$ cat config.mk
export PLATFORM = sky130hd
export DESIGN_NAME = mem_unit_flat
export DESIGN_NICKNAME = d
export VERILOG_FILES = /design/src/rtl/mem_pkg.sv /design/src/rtl/mem_if.sv /design/src/rtl/mem_timeout_ctr.sv /design/src/rtl/mem_unit.sv /design/src/flat_wrapper.sv
export SDC_FILE = /design/constraint.sdc
export NUM_CORES = 1
export LEC_CHECK = 0
export CAP_MARGIN = 15
export CORE_UTILIZATION = 30
export DETAILED_ROUTE_END_ITERATION = 10
export PLACE_DENSITY_LB_ADDON = 0.25
export SYNTH_ARGS = -nofsm -noshare
export SYNTH_HDL_FRONTEND = slang
export SYNTH_SLANG_ARGS = --single-unit
$ cat constraint.sdc
create_clock -name clk -period 2.8 [get_ports clk]
set_input_delay 0.7 -clock clk [delete_from_list [all_inputs] [get_ports clk]]
set_output_delay 0.7 -clock clk [all_outputs]
set_load 0.05 [all_outputs]
$ cat src/rtl/mem_pkg.sv
// Shared types and constants for the memory stage.
package mem_pkg;

    typedef enum logic [1:0] {
        IDLE,
        ACCESS,
        HALTED
    } mem_state_t;

    localparam int unsigned TIMEOUT_CYCLES_DEFAULT = 15;

endpackage

$ cat src/rtl/mem_if.sv
// Data-memory request/acknowledge bus between the memory stage and the memory.
interface mem_if;

    logic        dmem_req;
    logic        dmem_we;
    logic [15:0] dmem_addr;
    logic [15:0] dmem_wdata;
    logic [15:0] dmem_rdata;
    logic        dmem_ack;

    modport master (
        output dmem_req, dmem_we, dmem_addr, dmem_wdata,
        input  dmem_rdata, dmem_ack
    );

    modport slave (
        input  dmem_req, dmem_we, dmem_addr, dmem_wdata,
        output dmem_rdata, dmem_ack
    );

endinterface

$ cat src/rtl/mem_timeout_ctr.sv
// Counts cycles while enabled; expired is high during the LIMIT-th enabled cycle.
module mem_timeout_ctr
    import mem_pkg::*;
#(
    parameter int unsigned LIMIT = TIMEOUT_CYCLES_DEFAULT
) (
    input  logic clk,
    input  logic rst_n,
    input  logic clear,
    input  logic enable,
    output logic expired
);

    localparam int unsigned W = (LIMIT > 1) ? $clog2(LIMIT) : 1;

    logic [W-1:0] count;

    assign expired = enable && (count == W'(LIMIT - 1));

    always_ff @(posedge clk or negedge rst_n) begin
        if (!rst_n) begin
            count <= '0;
        end else if (clear) begin
            count <= '0;
        end else if (enable && !expired) begin
            count <= count + 1'b1;
        end
    end

endmodule

$ cat src/rtl/mem_unit.sv
// Pipeline memory stage: holds one EX instruction, performs its data access, retires it.
// Optional access timeout is enabled with the MEM_TIMEOUT_EN macro.
module mem_unit
    import mem_pkg::*;
#(
    parameter int unsigned TIMEOUT_CYCLES = TIMEOUT_CYCLES_DEFAULT
) (
    input  logic        clk,
    input  logic        rst_n,
    input  logic        in_valid,
    input  logic        RegWrite_in,
    input  logic        MemWrite_in,
    input  logic        MemRead_in,
    input  logic        mem_to_reg_in,
    input  logic        ret_future_in,
    input  logic        HALT_in,
    input  logic [3:0]  reg_rd_in,
    input  logic [15:0] alu_result,
    input  logic [15:0] sw_data,
    output logic        mem_stall,
    mem_if.master       dmem,
    output logic        out_valid,
    output logic        RegWrite_out,
    output logic        mem_to_reg_out,
    output logic        ret_future_out,
    output logic        HALT_out,
    output logic [3:0]  reg_rd_out,
    output logic [15:0] alu_result_out,
    output logic [15:0] mem_data_out,
    output logic        mem_err
);

    mem_state_t  state, next_state;

    logic        h_regwrite, h_memwrite, h_memread, h_mem_to_reg, h_ret_future, h_halt;
    logic [3:0]  h_rd;
    logic [15:0] h_alu, h_sw;

    logic        accept, in_is_mem, in_access, acked, timed_out;

    assign in_access = (state == ACCESS);
    assign mem_stall = (state != IDLE);
    assign accept    = (state == IDLE) && in_valid;
    assign in_is_mem = MemRead_in || MemWrite_in;
    assign acked     = in_access && dmem.dmem_ack;

    assign dmem.dmem_req   = in_access;
    assign dmem.dmem_we    = h_memwrite;
    assign dmem.dmem_addr  = h_alu;
    assign dmem.dmem_wdata = h_sw;

`ifdef MEM_TIMEOUT_EN
    logic expired;

    mem_timeout_ctr #(.LIMIT(TIMEOUT_CYCLES)) u_timeout_ctr (
        .clk     (clk),
        .rst_n   (rst_n),
        .clear   (!in_access),
        .enable  (in_access),
        .expired (expired)
    );

    // An ack in the limit cycle completes the access normally.
    assign timed_out = expired && !dmem.dmem_ack;

    always_ff @(posedge clk or negedge rst_n) begin
        if (!rst_n) begin
            mem_err <= 1'b0;
        end else if (timed_out) begin
            mem_err <= 1'b1;
        end
    end
`else
    assign timed_out = 1'b0;
    assign mem_err   = 1'b0;
`endif

    always_ff @(posedge clk or negedge rst_n) begin
        if (!rst_n) begin
            state <= IDLE;
        end else begin
            state <= next_state;
        end
    end

    always_comb begin
        next_state = state;
        case (state)
            IDLE: begin
                if (accept) begin
                    if (in_is_mem)    next_state = ACCESS;
                    else if (HALT_in) next_state = HALTED;
                end
            end
            ACCESS: begin
                if (acked || timed_out) next_state = h_halt ? HALTED : IDLE;
            end
            HALTED:  next_state = HALTED;
            default: next_state = IDLE;
        endcase
    end

    always_ff @(posedge clk or negedge rst_n) begin
        if (!rst_n) begin
            h_regwrite     <= 1'b0;
            h_memwrite     <= 1'b0;
            h_memread      <= 1'b0;
            h_mem_to_reg   <= 1'b0;
            h_ret_future   <= 1'b0;
            h_halt         <= 1'b0;
            h_rd           <= '0;
            h_alu          <= '0;
            h_sw           <= '0;
            out_valid      <= 1'b0;
            RegWrite_out   <= 1'b0;
            mem_to_reg_out <= 1'b0;
            ret_future_out <= 1'b0;
            HALT_out       <= 1'b0;
            reg_rd_out     <= '0;
            alu_result_out <= '0;
            mem_data_out   <= '0;
        end else begin
            out_valid <= 1'b0;
            if (accept) begin
                h_regwrite   <= RegWrite_in;
                h_memwrite   <= MemWrite_in;
                h_memread    <= MemRead_in;
                h_mem_to_reg <= mem_to_reg_in;
                h_ret_future <= ret_future_in;
                h_halt       <= HALT_in;
                h_rd         <= reg_rd_in;
                h_alu        <= alu_result;
                h_sw         <= sw_data;
                // Non-memory ops retire straight from the inputs, bypassing the holding regs.
                if (!in_is_mem) begin
                    out_valid      <= 1'b1;
                    RegWrite_out   <= RegWrite_in;
                    mem_to_reg_out <= mem_to_reg_in;
                    ret_future_out <= ret_future_in;
                    HALT_out       <= HALT_in;
                    reg_rd_out     <= reg_rd_in;
                    alu_result_out <= alu_result;
                end
            end
            if (acked || timed_out) begin
                out_valid      <= 1'b1;
                RegWrite_out   <= h_regwrite && !timed_out;
                mem_to_reg_out <= h_mem_to_reg;
                ret_future_out <= h_ret_future;
                HALT_out       <= h_halt;
                reg_rd_out     <= h_rd;
                alu_result_out <= h_alu;
                if (acked && h_memread && !h_memwrite) begin
                    mem_data_out <= dmem.dmem_rdata;
                end
            end
        end
    end

endmodule

$ cat src/flat_wrapper.sv
// flat-port wrapper written by rule: the top's interface ports become plain ports
module mem_unit_flat import mem_pkg::*;
#(
    parameter int unsigned TIMEOUT_CYCLES = TIMEOUT_CYCLES_DEFAULT
)
  (clk, rst_n, in_valid, RegWrite_in, MemWrite_in, MemRead_in, mem_to_reg_in, ret_future_in, HALT_in, reg_rd_in, alu_result, sw_data, mem_stall, out_valid, RegWrite_out, mem_to_reg_out, ret_future_out, HALT_out, reg_rd_out, alu_result_out, mem_data_out, mem_err, dmem_dmem_req, dmem_dmem_we, dmem_dmem_addr, dmem_dmem_wdata, dmem_dmem_rdata, dmem_dmem_ack);
  mem_if dmem_i ();
  input  logic clk;
  input  logic rst_n;
  input  logic in_valid;
  input  logic RegWrite_in;
  input  logic MemWrite_in;
  input  logic MemRead_in;
  input  logic mem_to_reg_in;
  input  logic ret_future_in;
  input  logic HALT_in;
  input  logic [3:0] reg_rd_in;
  input  logic [15:0] alu_result;
  input  logic [15:0] sw_data;
  output logic mem_stall;
  output logic out_valid;
  output logic RegWrite_out;
  output logic mem_to_reg_out;
  output logic ret_future_out;
  output logic HALT_out;
  output logic [3:0] reg_rd_out;
  output logic [15:0] alu_result_out;
  output logic [15:0] mem_data_out;
  output logic mem_err;
  output wire logic [$bits(dmem_i.dmem_req)-1:0] dmem_dmem_req;
  output wire logic [$bits(dmem_i.dmem_we)-1:0] dmem_dmem_we;
  output wire logic [$bits(dmem_i.dmem_addr)-1:0] dmem_dmem_addr;
  output wire logic [$bits(dmem_i.dmem_wdata)-1:0] dmem_dmem_wdata;
  input wire logic [$bits(dmem_i.dmem_rdata)-1:0] dmem_dmem_rdata;
  input wire logic [$bits(dmem_i.dmem_ack)-1:0] dmem_dmem_ack;
  assign dmem_dmem_req = dmem_i.dmem_req;
  assign dmem_dmem_we = dmem_i.dmem_we;
  assign dmem_dmem_addr = dmem_i.dmem_addr;
  assign dmem_dmem_wdata = dmem_i.dmem_wdata;
  assign dmem_i.dmem_rdata = dmem_dmem_rdata;
  assign dmem_i.dmem_ack = dmem_dmem_ack;
  mem_unit #(.TIMEOUT_CYCLES(TIMEOUT_CYCLES)) u_core (.clk(clk), .rst_n(rst_n), .in_valid(in_valid), .RegWrite_in(RegWrite_in), .MemWrite_in(MemWrite_in), .MemRead_in(MemRead_in), .mem_to_reg_in(mem_to_reg_in), .ret_future_in(ret_future_in), .HALT_in(HALT_in), .reg_rd_in(reg_rd_in), .alu_result(alu_result), .sw_data(sw_data), .mem_stall(mem_stall), .dmem(dmem_i), .out_valid(out_valid), .RegWrite_out(RegWrite_out), .mem_to_reg_out(mem_to_reg_out), .ret_future_out(ret_future_out), .HALT_out(HALT_out), .reg_rd_out(reg_rd_out), .alu_result_out(alu_result_out), .mem_data_out(mem_data_out), .mem_err(mem_err));
endmodule
==> impl_results.md, run 1 <==
- Longest Clk Path Bufs: 2
- Clock-pin slew on the worst setup and hold paths: about 0.060 ns
- Leading area contributor after synthesis: dfrtp_1
- 1st-pass router iterations: 3
- WP data required: approximately 2.1 ns
- Layout cell share with drive strength beyond 1: 35.79%
- GRT Util Overall: between 10% and 20%
- Final worst-path cycle share: between 90% and 100%
- Post-Syn Area: roughly 0.0035 mm^2
- Initial antenna violation count: 0
- Run status: complete, no violations
- HP Class: input port to asynchronous set/reset pin
- Final-report max-slew violation count: 0
- Die W: 110.3 um
- Row cnt: 39
- Yosys reg bits: 85
- Final net count: around 420
- Measured slew at the worst slew-check pin: 0.5412 ns
- Largest net degree at the start of global routing: just over 50
- Wire per inst: ~15 um
- Top cells by area, synth: dfrtp_1 60%, mux2_2 33%, buf_6 0.96%
- Root Buffer: clkbuf_16
- Syn. warnings: 0
- DRC violations left: 0
- Worst-skew pair later-pin latency: roughly 0.33 ns
- Post-Route Setup TNS: 0 ns
- ANT cells: 0
- Post-CTS sizing: 0
- Synth Flop Type: dfrtp_1
- Synth top cells by count: 104 x mux2_2, 85 x dfrtp_1, 4 x buf_2
- WP data arrival: approximately 1.9 ns
- Max transition margin: 63.81%
- Dpl hpwl: between 5000 and 6000 um
- Count of final hold-check violations: 0
- Vias in the first global route: 2,412
- Die Y: between 100 and 150 um
- Starting Density: 30.83%
- Vias: about 2,300
- CTS H-tree depth: 3
- CTS tree: yes
- Minimum clock period: roughly 2.6 ns
- Asr flop ratio synth: 100.0%
- First-pass GRT wire length: ~12,000 um
- Synth Instances: around 220
- Antenna-violating nets left: 0
- Max FO, Critical Path: 6
- Top-area cell type share of the netlist area: approximately 60%
- Setup Skew: 0.007106 ns
- Max_cap viols: 0
- Setup crit start kind: register
- Post-CTS Setup Repair Bufs: 0
- RSZ-0062 raised after global routing: no
- Die area: roughly 0.012 mm^2
- CP Class: register to primary output
- Area growth, synth to finish: 52.67%
- Seq/Total Area, Yosys: 60.41%
- Count leader, synth: mux2_2
- Avg Cell Area, Syn: 16.08 um^2
- Core footprint: about 0.011 mm^2
- Cts bufs inserted: 9
- IO buf count: roughly 140
- Final setup violation count: 0
- Clock sink count: 85
- Fillers: ~1,100
- WL final: approximately 7600 um
- Post-synth EDFFs: 0
- 1st-iter DRT viols: 65
- Crit. End Element: primary output
- Hold buffer count at CTS: 0
- Max Clock Freq: about 390 MHz
- Ports: around 140
- GPL Wtd Cong: between 0.6 and 0.7
- Grt total ovfl: 0
- Avg Vias per Cell: between 4 and 5
- Distinct cell type count after synthesis: 21
- Syn nets: approximately 280
-- critical path, stage by stage, from the launching register on --
cell and delay, ns:
dfrtp_1 0.48, nand2b_1 0.21, inv_1 0.07, clkdlybuf4s50_1 0.80
-- stage by stage --
stage	instances	hold WS, ns	cell area (um^2)	util, %	setup WS [ns]
2_1_floorplan	219	0.4044	3521	-	0.7339
3_3_place_gp	494	0.4690	5094	44.61	0.2621
3_5_place_dp	494	0.4741	5094	44.61	0.2264
4_1_cts	509	0.3342	5375	47.07	0.1974
5_1_grt	509	0.3520	5375	47.07	0.1324
6_report	509	0.3184	5375	47.07	0.2220
-- logic make-up after synthesis --
kind of cell / count (synthesis) / synth area share, %
buffers and inverters: 13 / 2.381
multiplexers: 105 / 33.58
flip-flops: 85 / 60.41
other: 1 / 0.1065
AND/OR/NAND/NOR: 9 / 2.274
AO/OA/AOI/OAI: 6 / 1.244
-- layout make-up --
class / count / area (um^2) / area share, %
clock buffer: 10 / 229.0 / 4.260
clock inverter: 5 / 52.55 / 0.9777
inverter: 2 / 7.507 / 0.1397
multi-input combinational: 121 / 1316 / 24.49
sequential: 85 / 2127 / 39.57
tap: 143 / 178.9 / 3.329
timing repair buffer: 143 / 1464 / 27.23
-- layer usage --
layer | track usage [%] | part of all wire [%] | vias to the layer above
li1 | - | - | 1064
met1 | 16.68 | 44 | 1146
met2 | 21.38 | 48 | 71
met3 | 3.057 | 6.0 | 10
met4 | 7.331 | 2.0 | 0
met5 | 0 | 0 | -
-- path summary, 6_finish.rpt --
path / from / to / slack [ns] / depth (start not counted)
worst max-delay path: u_core.state[1]$_DFFE_PN0P_ / dmem_dmem_req / 0.22 / 3
worst min-delay path: rst_n / u_core.dmem.dmem_wdata[5]$_DFFE_PN0P_ / 0.32 / 1
worst max register to register: u_core.state[0]$_DFFE_PN0P_ / u_core.alu_result_out[12]$_DFFE_PN0P_ / 0.88 / 4
worst min register to register: u_core.mem_data_out[14]$_DFFE_PN0P_ / u_core.mem_data_out[14]$_DFFE_PN0P_ / 0.48 / 1
max in group asynchronous: rst_n / u_core.mem_data_out[2]$_DFFE_PN0P_ / 1.85 / 2
min in group clk: u_core.mem_data_out[14]$_DFFE_PN0P_ / u_core.mem_data_out[14]$_DFFE_PN0P_ / 0.48 / 1
-- layout by cell type (no fill, tap or decap), drive strengths merged --
cell type / instances
a21oi: 1
a31oi: 1
buf: 7
bufinv: 1
clkbuf: 10
clkdlybuf4s50: 136
clkinv: 3
clkinvlp: 1
conb: 1
dfrtp: 85
inv: 2
mux2: 105
nand2: 2
nand2b: 1
nand3b: 1
nor2: 1
nor3b: 2
o21ai: 3
o22ai: 1
or2: 1
or4b: 1
Power of run 1 is left out: the tool's default activity adds up to more than one toggle a clock period on the data nets, which glitch-free logic cannot reach.
==> run 2, diff against run 1 <==
- CORE_ASPECT_RATIO: unset -> 0.75
==> impl_results.md, run 2 (same netlist as run 1, synthesis figures left out) <==
- Max FO, Critical Path: 6
- Initial antenna violation count: 0
- WL final: ~7600 um
- Final-report max-slew violation count: 0
- Root Buffer: clkbuf_16
- Post-CTS Setup Repair Bufs: 0
- Die W: 127.1 um
- Layout cell share with drive strength beyond 1: a little over a third
- Crit. End Element: primary output
- WP data arrival: between 1.5 and 2 ns
- Longest Clk Path Bufs: 2
- Post-CTS sizing: 0
- Cts bufs inserted: 9
- Fillers: 997
- Minimum clock period: 2.586 ns
- Wire per inst: ~14 um
- RSZ-0062 raised after global routing: no
- Setup crit start kind: register
- 1st-iter DRT viols: 30
- Post-Route Setup TNS: 0 ns
- ANT cells: 0
- IO buf count: 137
- First-pass GRT wire length: approximately 12,000 um
- Row cnt: 33
- GPL Wtd Cong: 0.6834
- Vias: approximately 2,300
- Most frequent cells in the layout: 136 x clkdlybuf4s50_1, 104 x mux2_2, 85 x dfrtp_1, 9 x clkbuf_16, 7 x buf_4
- Final core occ: between 40% and 50%
- Ports: 139
- Run status: complete, no violations
- Post-placement cell count: 510
- Measured slew at the worst slew-check pin: between 0.5 and 0.6 ns
- 1st-pass router iterations: 4
- Final worst-path cycle share: around 90%
- DRC violations left: 0
- Dpl hpwl: between 5000 and 6000 um
- Starting Density: between 30% and 40%
- Max_cap viols: 0
- Hold buffer count at CTS: 0
- CP Class: register to primary output
- Commonest non-fill, non-tap cell in the layout: clkdlybuf4s50_1
- Die Y: ~96 um
- Die area: approximately 0.012 mm^2
- WP data required: about 2.1 ns
- Area growth, synth to finish: 52.49%
- Worst-skew pair later-pin latency: between 0.3 and 0.4 ns
- Vias in the first global route: between 2,000 and 2,500
- Final net count: roughly 430
- Setup Skew: between 0.004 and 0.005 ns
- Max transition margin: between 60% and 70%
- CTS H-tree depth: 3
- Hold_ws: 0.3184 ns
- Clock-pin slew on the worst setup and hold paths: ~0.06 ns
- GRT Util Overall: a little over an eighth
- Layout Cells excl Fill: 525
- Core footprint: about 0.011 mm^2
- Max Clock Freq: 386.7 MHz
- Clock sink count: 85
- Reg2Reg Depth: 4
- Antenna-violating nets left: 0
- Final setup violation count: 0
- CTS tree: yes
- Avg Vias per Cell: approximately 4.4
- HP Class: input port to asynchronous set/reset pin
- Count of final hold-check violations: 0
- Grt total ovfl: 0
- Largest net degree at the start of global routing: around 50
[run 2: cell types whose count changed in the layout (fill, tap and decap cells not counted), sizes merged]
cell | previous run | this run
buf | 7 | 9
bufinv | 1 | 0
clkinvlp | 1 | 2
clkinv | 3 | 2
clkbuf | 10 | 11
[run 2: layout make-up]
| type | count | area, um^2 | area share, % |
|---|---|---|---|
| clock buffer | 11 | 242.7 | 4.521 |
| clock inverter | 4 | 25.02 | 0.4661 |
| inverter | 2 | 7.507 | 0.1398 |
| multi-input combinational | 121 | 1316 | 24.52 |
| sequential | 85 | 2127 | 39.62 |
| tap | 157 | 196.4 | 3.659 |
| timing repair buffer | 145 | 1454 | 27.08 |
[run 2: path summary, 6_finish.rpt]
kind	from	endpoint	slack [ns]
max in group asynchronous	rst_n	u_core.mem_data_out[12]$_DFFE_PN0P_	1.83
setup reg to reg	u_core.state[0]$_DFFE_PN0P_	u_core.RegWrite_out$_DFFE_PN0P_	0.91
setup / recovery	u_core.state[1]$_DFFE_PN0P_	dmem_dmem_req	0.21
hold reg to reg	u_core.mem_data_out[14]$_DFFE_PN0P_	u_core.mem_data_out[14]$_DFFE_PN0P_	0.49
hold / removal	rst_n	u_core.dmem.dmem_wdata[8]$_DFFE_PN0P_	0.32
min in group clk	u_core.mem_data_out[14]$_DFFE_PN0P_	u_core.mem_data_out[14]$_DFFE_PN0P_	0.49
[run 2: per-layer routing]
layer / GRT usage (%) / wire length, um / up-vias
li1: - / - / 1069
met1: 16.16 / 3295 / 1128
met2: 22.76 / 3672 / 83
met3: 4.836 / 549 / 7
met4: 4.762 / 87 / 0
met5: 0 / 0 / -
[run 2: critical path, stage by stage (launching register included)]
cell and delay (ns):
dfrtp_1 0.47, nand2b_1 0.20, inv_1 0.06, clkdlybuf4s50_1 0.83
[run 2: stage by stage]
step / instance area [um^2] / worst slack (ns)
floorplan: 3521 / 0.7339
global placement: 5101 / 0.2707
detailed placement: 5101 / 0.2397
CTS: 5369 / 0.1804
global route: 5369 / 0.1227
finish: 5369 / 0.2139
Power of run 2 is left out for the same reason.
